[config.mk]
export PLATFORM = sky130hd
export DESIGN_NAME = fetch_unit_flat
export DESIGN_NICKNAME = d
export VERILOG_FILES = /design/src/rtl/fetch_unit_if.sv /design/src/rtl/fetch_unit.sv /design/src/flat_wrapper.sv
export SDC_FILE = /design/constraint.sdc
export NUM_CORES = 1
export LEC_CHECK = 0
export BUFFER_PORTS_ARGS = -buffer_cell sky130_fd_sc_hd__buf_2
export CAP_MARGIN = 20
export CORE_ASPECT_RATIO = 0.9
export CORE_MARGIN = 2
export CORE_UTILIZATION = 45
export CTS_BUF_LIST = sky130_fd_sc_hd__clkbuf_4
export CTS_CLUSTER_SIZE = 24
export DETAILED_ROUTE_END_ITERATION = 7
export GPL_TIMING_DRIVEN = 0
export PLACE_DENSITY_LB_ADDON = 0.15
export SKIP_CTS_REPAIR_TIMING = 1
export SKIP_LAST_GASP = 1
export SLEW_MARGIN = 30
export SYNTH_ARGS = -nofsm -noshare
export SYNTH_HDL_FRONTEND = slang
export SYNTH_SLANG_ARGS = --single-unit
[constraint.sdc]
create_clock -name clock -period 3.4 [get_ports clock]
set_input_delay 0.17 -clock clock [delete_from_list [all_inputs] [get_ports clock]]
set_output_delay 0.17 -clock clock [all_outputs]
set_load 0.02 [all_outputs]
[src/rtl/fetch_unit_if.sv]
// -----------------------------------------------------------------------------
// fetch_unit_if
// Bundles the fetch stage's control inputs, the instruction-memory handshake
// and the IF/ID register feed into one interface.
//   master : the fetch unit (drives imem request and IF/ID inputs)
//   slave  : the environment (hazard unit, branch resolution, memory, IF/ID)
// Signals:
//   stall, redirect, redirect_pc      hazard / branch-resolution controls
//   imem_req, imem_addr, imem_ready   request channel
//   imem_rvalid, imem_rdata           response channel
//   pc_out, instruction_out           IF/ID data inputs
//   if_id_load, if_flush              IF/ID controls
// -----------------------------------------------------------------------------
interface fetch_unit_if;
  logic        stall;
  logic        redirect;
  logic [31:0] redirect_pc;
  logic        imem_req;
  logic [31:0] imem_addr;
  logic        imem_ready;
  logic        imem_rvalid;
  logic [31:0] imem_rdata;
  logic [31:0] pc_out;
  logic [31:0] instruction_out;
  logic        if_id_load;
  logic        if_flush;

  modport master (
    input  stall, redirect, redirect_pc,
    input  imem_ready, imem_rvalid, imem_rdata,
    output imem_req, imem_addr,
    output pc_out, instruction_out, if_id_load, if_flush
  );

  modport slave (
    output stall, redirect, redirect_pc,
    output imem_ready, imem_rvalid, imem_rdata,
    input  imem_req, imem_addr,
    input  pc_out, instruction_out, if_id_load, if_flush
  );
endinterface

[src/rtl/fetch_unit.sv]
// -----------------------------------------------------------------------------
// fetch_unit
// Instruction fetch stage. Keeps the program counter, issues one word-aligned
// request at a time to a variable-latency instruction memory, and hands each
// returned word plus its PC to the IF/ID register together with that
// register's load / flush controls. Stalls hold IF/ID; redirects restart
// fetch at a new target and cause an outstanding response to be discarded.
// Ports:
//   clock  : rising-edge clock
//   reset  : asynchronous, active-low reset
//   bus    : fetch_unit_if.master (controls, imem handshake, IF/ID feed)
// Parameters:
//   RESET_PC : first fetch address after reset
// -----------------------------------------------------------------------------
module fetch_unit #(
  parameter logic [31:0] RESET_PC = 32'h0000_0000
) (
  input  logic         clock,
  input  logic         reset,
  fetch_unit_if.master bus
);

  localparam logic [1:0] IDLE = 2'd0;
  localparam logic [1:0] REQ  = 2'd1;
  localparam logic [1:0] WAIT = 2'd2;
  localparam logic [1:0] HOLD = 2'd3;

  logic [1:0]  state_q,     state_d;
  logic [31:0] pc_q,        pc_d;
  logic [31:0] req_pc_q,    req_pc_d;
  logic [31:0] hold_data_q, hold_data_d;
  logic        drop_q,      drop_d;

  logic        deliver;
  logic        deliver_from_hold;
  logic [31:0] redirect_target;
  logic        unused_redirect_low;

  // The low two target bits are not meaningful for word fetch.
  assign redirect_target     = {bus.redirect_pc[31:2], 2'b00};
  assign unused_redirect_low = ^bus.redirect_pc[1:0];

  // ---------------------------------------------------------------------------
  // Next-state logic
  // ---------------------------------------------------------------------------
  always_comb begin
    state_d           = state_q;
    pc_d              = pc_q;
    req_pc_d          = req_pc_q;
    hold_data_d       = hold_data_q;
    drop_d            = drop_q;
    deliver           = 1'b0;
    deliver_from_hold = 1'b0;

    case (state_q)
      IDLE: begin
        state_d = REQ;
      end

      REQ: begin
        if (bus.imem_ready) begin
          req_pc_d = pc_q;
          pc_d     = pc_q + 32'd4;
          state_d  = WAIT;
          // A redirect in the acceptance cycle still leaves a response on
          // its way back; it must be swallowed when it arrives.
          drop_d   = bus.redirect;
        end
      end

      WAIT: begin
        if (bus.imem_rvalid) begin
          if (drop_q) begin
            drop_d  = 1'b0;
            state_d = REQ;
          end else if (bus.redirect) begin
            state_d = REQ;
          end else if (bus.stall) begin
            hold_data_d = bus.imem_rdata;
            state_d     = HOLD;
          end else begin
            deliver = 1'b1;
            state_d = REQ;
          end
        end else if (bus.redirect) begin
          drop_d = 1'b1;
        end
      end

      HOLD: begin
        if (bus.redirect) begin
          state_d = REQ;
        end else if (!bus.stall) begin
          deliver           = 1'b1;
          deliver_from_hold = 1'b1;
          state_d           = REQ;
        end
      end

      default: begin
        state_d = IDLE;
      end
    endcase

    // Redirect target takes precedence over the sequential +4 update.
    if (bus.redirect && (state_q != IDLE)) begin
      pc_d = redirect_target;
    end
  end

  // ---------------------------------------------------------------------------
  // State registers
  // ---------------------------------------------------------------------------
  always_ff @(posedge clock or negedge reset) begin
    if (!reset) begin
      state_q     <= IDLE;
      pc_q        <= RESET_PC;
      req_pc_q    <= RESET_PC;
      hold_data_q <= 32'd0;
      drop_q      <= 1'b0;
    end else begin
      state_q     <= state_d;
      pc_q        <= pc_d;
      req_pc_q    <= req_pc_d;
      hold_data_q <= hold_data_d;
      drop_q      <= drop_d;
    end
  end

  // ---------------------------------------------------------------------------
  // Outputs
  // ---------------------------------------------------------------------------
  // The state registers already hold their reset values while reset is low,
  // so only the input-dependent outputs need explicit gating.
  assign bus.imem_req  = (state_q == REQ);
  assign bus.imem_addr = {pc_q[31:2], 2'b00};
  assign bus.pc_out    = req_pc_q;

  assign bus.if_id_load = reset & deliver;
  // Flush whenever IF/ID is not being loaded and not being held, so a bubble
  // enters the pipe; redirect always flushes, even over a stall.
  assign bus.if_flush   = reset & (bus.redirect | (!bus.stall & !deliver));

  always_comb begin
    bus.instruction_out = 32'd0;
    if (reset && deliver) begin
      bus.instruction_out = deliver_from_hold ? hold_data_q : bus.imem_rdata;
    end
  end

endmodule

[src/flat_wrapper.sv]
// flat-port wrapper written by rule: the top's interface ports become plain ports
module fetch_unit_flat 
#(
  parameter logic [31:0] RESET_PC = 32'h0000_0000
)
  (clock, reset, bus_stall, bus_redirect, bus_redirect_pc, bus_imem_ready, bus_imem_rvalid, bus_imem_rdata, bus_imem_req, bus_imem_addr, bus_pc_out, bus_instruction_out, bus_if_id_load, bus_if_flush);
  fetch_unit_if bus_i ();
  input  logic clock;
  input  logic reset;
  input wire logic [$bits(bus_i.stall)-1:0] bus_stall;
  input wire logic [$bits(bus_i.redirect)-1:0] bus_redirect;
  input wire logic [$bits(bus_i.redirect_pc)-1:0] bus_redirect_pc;
  input wire logic [$bits(bus_i.imem_ready)-1:0] bus_imem_ready;
  input wire logic [$bits(bus_i.imem_rvalid)-1:0] bus_imem_rvalid;
  input wire logic [$bits(bus_i.imem_rdata)-1:0] bus_imem_rdata;
  output wire logic [$bits(bus_i.imem_req)-1:0] bus_imem_req;
  output wire logic [$bits(bus_i.imem_addr)-1:0] bus_imem_addr;
  output wire logic [$bits(bus_i.pc_out)-1:0] bus_pc_out;
  output wire logic [$bits(bus_i.instruction_out)-1:0] bus_instruction_out;
  output wire logic [$bits(bus_i.if_id_load)-1:0] bus_if_id_load;
  output wire logic [$bits(bus_i.if_flush)-1:0] bus_if_flush;
  assign bus_i.stall = bus_stall;
  assign bus_i.redirect = bus_redirect;
  assign bus_i.redirect_pc = bus_redirect_pc;
  assign bus_i.imem_ready = bus_imem_ready;
  assign bus_i.imem_rvalid = bus_imem_rvalid;
  assign bus_i.imem_rdata = bus_imem_rdata;
  assign bus_imem_req = bus_i.imem_req;
  assign bus_imem_addr = bus_i.imem_addr;
  assign bus_pc_out = bus_i.pc_out;
  assign bus_instruction_out = bus_i.instruction_out;
  assign bus_if_id_load = bus_i.if_id_load;
  assign bus_if_flush = bus_i.if_flush;
  fetch_unit #(.RESET_PC(RESET_PC)) u_core (.clock(clock), .reset(reset), .bus(bus_i));
endmodule
After elaboration in Yosys (flattened, before gate mapping)
Cells that the tools add are included.
{"block": "word_totals", "in_bits": 70, "word_cells": 56, "output_inout_bits": 99, "regBits": 99}
{"block": "op_classes", "n_bitwise": 6, "mux": 23, "n_eq_ne": 7, "n_addsub": 1, "n_reduce_logical": 14}
{"operator": "32-bit 2-to-1 mux", "n": 5}
{"operator": "32-bit by 3-bit adder with 32-bit output, second input constant", "n": 1}
{"operator": "2-bit 2-to-1 mux", "n": 7}
{"operator": "1-bit 2-to-1 mux", "n": 8}
{"operator": "2-bit case mux with 4 select lines", "n": 1}
{"operator": "2-bit nonzero test", "n": 4}
{"operator": "3-bit inequality test, second input constant", "n": 2}
{"operator": "3-bit AND reduction", "n": 2}
{"operator": "5-bit AND reduction", "n": 1}
{"operator": "2-bit == test, second input constant", "n": 2}
{"operator": "2-bit inequality test, second input constant", "n": 2}
{"operator": "1-bit case mux with 2 select lines", "n": 2}
{"operator": "2-bit AND reduction", "n": 2}
{"operator": "1-bit bitwise AND", "n": 3}
{"operator": "2-bit by 1-bit == test with 1-bit output, second input constant", "n": 1}
{"operator": "1-bit logical AND", "n": 2}
{"operator": "1-bit logical NOT", "n": 2}
{"operator": "2-bit logical NOT", "n": 1}
{"operator": "1-bit inverter", "n": 2}
{"operator": "1-bit OR", "n": 1}

Logic depth before layout (Yosys ltp)
{"block": "depth", "depth_word": 9, "mapped_depth": 8, "ltp_nobuf": 6}

Worst setup path after synthesis
OpenSTA, ideal clock, no wires.
{"block": "synth_path", "path_type": "reg-to-reg", "start": "register u_core.state_q[1]", "end": "register u_core.pc_q[26]", "path_buffers": 0, "setup_slack_ns": 1.209, "path_stages_with_launch": 7, "required_time_ns": 3.318, "setup_ns": 0.082, "period_less_slack_ns": 2.191, "arrival_ns": 2.109, "path_cell_list": "dfrtp_1 > inv_1 > ha_1 > and4_1 > nand4_2 > or4_2 > a31oi_1"}
{"block": "synth_between", "elab_cells_between_ends": 7, "classes_between": "eq/ne (1); mux (1); reduce/logical (5)"}
{"item": "from (decl)", "line_no": "fetch_unit.sv:28", "source": "logic [1:0] state_q, state_d;"}
{"item": "from (signal assigned)", "line_no": "fetch_unit.sv:122", "source": "state_q <= state_d;"}
{"item": "2-bit by 1-bit == test with 1-bit output"}
{"item": "via bus_imem_req", "line_no": "flat_wrapper.sv:16", "source": "output wire logic [$bits(bus_i.imem_req)-1:0] bus_imem_req;"}
{"item": "2-bit nonzero test (no line)"}
{"item": "2-bit AND reduction (no line)"}
{"item": "to (signal assigned)", "line_no": "fetch_unit.sv:123", "source": "pc_q <= pc_d;"}
{"item": "to (decl)", "line_no": "fetch_unit.sv:29", "source": "logic [31:0] pc_q, pc_d;"}
The timed path passes the listed nets, and every way through them passes these cells.
A chain may end at the register's enable or synchronous reset.

Worst setup path after layout
{"block": "layout_path", "start": "register u_core.state_q[0]", "end": "output bus_instruction_out[11]"}
{"block": "layout_between", "elab_chain_len": 4, "elab_cells_between_ends": 7, "classes_between": "eq/ne (2); mux (4); reduce/logical (1)"}
{"item": "2-bit == test", "line_no": "fetch_unit.sv:55", "source": "case (state_q)"}
{"item": "1-bit case mux with 2 select lines or 1-bit 2-to-1 mux (tied branches)", "line_no": "fetch_unit.sv:55"}
{"item": "1-bit logical AND or 32-bit 2-to-1 mux (tied branches)", "line_no": "fetch_unit.sv:146, fetch_unit.sv:147"}
{"item": "32-bit 2-to-1 mux *", "line_no": "fetch_unit.sv:146", "source": "if (reset && deliver) begin"}
{"item": "to (decl)", "line_no": "flat_wrapper.sv:19", "source": "output wire logic [$bits(bus_i.instruction_out)-1:0] bus_instruction_out;"}
Every way passes the cells marked *; elsewhere a longest branch is shown, timed or not.

==> metrics <==
status=finished, final reports clean; first-pass GRT wire length=19780 um; drt total wl=13080 um; post-place instance area=5772 um2; Worst Hold Class=input port to register; Synth Flop Type=dfrtp_1; largest net degree at the start of global routing=51; routed via count=4530; Worst EP required=3.23 ns; H-tree depth=3; total track usage=0.2168; RD Place Congestion=0.8077; Final Hold Fails=0; WP data arrival=2.33 ns; post-synth top area share=0.5000; Reg clk slew, reported paths=0.14 ns; Worst VDD drop=0.0004514 V; fin cells=846; P&R area growth vs syn=36.11%; floorplan core area=10250 um2; Critical Setup Path Class=register to output port; Num CTS Buffers=9; RSZ-0062 raised after global routing=no; fin area=6471 um2; Ports=169; register area share after synthesis=0.5000; detailed-route wire length per cell=15.46 um; final setup TNS=0 ns; XOR/XNOR Fraction of Synth Area=0.02026; max_cap viols=0; Max Freq=0.3995 GHz; Setup violations, final=0; Avg Cell Area, Syn=9.968 um2; Post-synth ARST share=1.000; Slew HR=0.5492; Clk Latency, worst-skew pair=0.44 ns; Worst setup SP type=register; CTS Sinks=95; PD cells=706.7 nW/um2; die width=112.4 um; Die H=101.5 um; Synthesis Warnings=0; Fin Hold WS=0.01832 ns; Final Slew Violations=0; number of remaining DRC errors=0; Post-synth EDFFs=0; Slew @ Worst Pin=0.6762 ns; Clock Tree Buf Depth=2; combinational family with the most area after synthesis=simple AND/OR/NAND/NOR gates; most common cell in the synthesized netlist=dfrtp_1; Tcrit/Tclk final=0.7361; Synth Area in Compound Gates=0.1076; Post-Syn Area=4755 um2; Initial Utilization=0.4640; crit-path max FO=10; vias in the first global route=4060; initial antenna violation count=0; Synth area leaders=dfrtp_1 (50%), mux2_2 (14%), nand2_1 (7.3%), a21oi_1 (3.5%), a31oi_1 (2.6%); Synth area leader=dfrtp_1; multiplexer area fraction after synthesis=0.1442; layout cells sized above 1=0.3459; Yosys cell types=40; 1st-iter DRT viols=198; gr ovfl total=0; CTS tree=built; Commonest cells post-synth=dfrtp_1 (95), nand2_1 (93), mux2_2 (60); post-synthesis simple-gate area fraction=0.1776; die area=11410 um2; n_diodes=0; Cells after Synth=477; #FFs+latches synth=95; Final ANT Viol Nets=0; final setup skew=0.01447 ns; clk root buf=clkbuf_4; vias per std cell=5.355; Static Leak=3.088 nW; site row count=35; NumNets Final=791; DP HPWL=9319 um; dpl cells=772; Adder-Cell Fraction of Synth Area=0.01579; fin crit period=2.503 ns; DR pass1 iterations=5; crit end category=output port; Finished Core Util=0.6315; buffers added on ports=162
-- layer usage --
layer,vias up,GRT usage,part of all wire
met4,0,0.06567,0.014
li1,2159,-,-
met1,2210,0.2896,0.44
met3,17,0.06523,0.061
met5,-,0,0
met2,144,0.3452,0.48
-- sequential cells by signal (all words and copies together) (netlist names) --
register and count:
u_core.bus.pc_out 30, u_core.drop_q 1, u_core.pc_q 30, u_core.hold_data_q 32
u_core.state_q 2
-- report_power, final --
| part | internal [mW] | switching (mW) | leakage (nW) |
|---|---|---|---|
| sequential | 1.60 | 0.428 | 1.16 |
| combinational | 0.854 | 1.21 | 1.88 |
| clock | 0.143 | 0.341 | 0.0554 |
| total | 2.59 | 1.98 | 3.09 |
-- cells in the final DEF, fill, tap and decap left out, types with 3 or more instances in the layout --
cell	count
buf_4	4
dlygate4sd3_1	61
dfrtp_1	95
or4_1	13
nand2_1	93
xnor2_1	4
nand3_1	10
a31oi_1	20
buf_1	3
clkbuf_1	23
a21oi_1	33
buf_2	163
xor2_1	7
nand4_1	7
inv_1	6
or3_1	5
and4_1	4
ha_1	6
nand2b_1	3
conb_1	4
mux2_2	60
o31ai_1	12
clkbuf_4	10
nor2_1	22
o21ai_0	23
-- worst paths after layout --
| path | to | depth (start not counted) | slack, ns | start |
|---|---|---|---|---|
| worst max-delay path | bus_instruction_out[11] | 7 | 0.90 | u_core.state_q[0] |
| worst min-delay path | u_core.pc_q[30] | 3 | 0.02 | bus_redirect_pc[30] |
| worst max register to register | u_core.pc_q[22] | 7 | 0.93 | u_core.state_q[1] |
| worst min register to register | u_core.bus.pc_out[26] | 2 | 0.50 | u_core.bus.pc_out[26] |
| max in group asynchronous | u_core.drop_q | 3 | 2.56 | reset |
| min in group asynchronous | u_core.bus.pc_out[27] | 2 | 0.24 | reset |
-- worst max-delay path, cell delays in order, from the launching register on --
cell,delay (ns)
dfrtp_1,0.44
inv_1,0.08
ha_1,0.25
a31o_2,0.26
nand3_1,0.20
clkbuf_1,0.38
a21oi_1,0.10
buf_2,0.18
-- final cells by class --
class / instances / area, um2
timing repair buffer: 224 / 1455
buffer: 32 / 137.6
sequential: 95 / 2377
clock buffer: 10 / 75.07
tap: 129 / 161.4
inverter: 6 / 22.52
clock inverter: 3 / 13.76
fill: 880 / 3776
multi-input combinational: 347 / 2228
-- cells by family after synthesis --
group | after synthesis
mux | 61
fa+ha+maj | 6
other cells | 1
xor+xnor | 11
simple gates | 175
compound gates | 90
flops | 95
buf+inv | 38
-- through the flow --
stage          worst slack (ns)  power, mW
6_report                 0.8972      4.573
5_1_grt                  0.6487      4.907
4_1_cts                  0.8251      4.557
3_5_place_dp             0.9864      4.057
3_3_place_gp          -0.004197      3.968
2_1_floorplan             1.209      3.294
(Power assumes the default switching activity.)
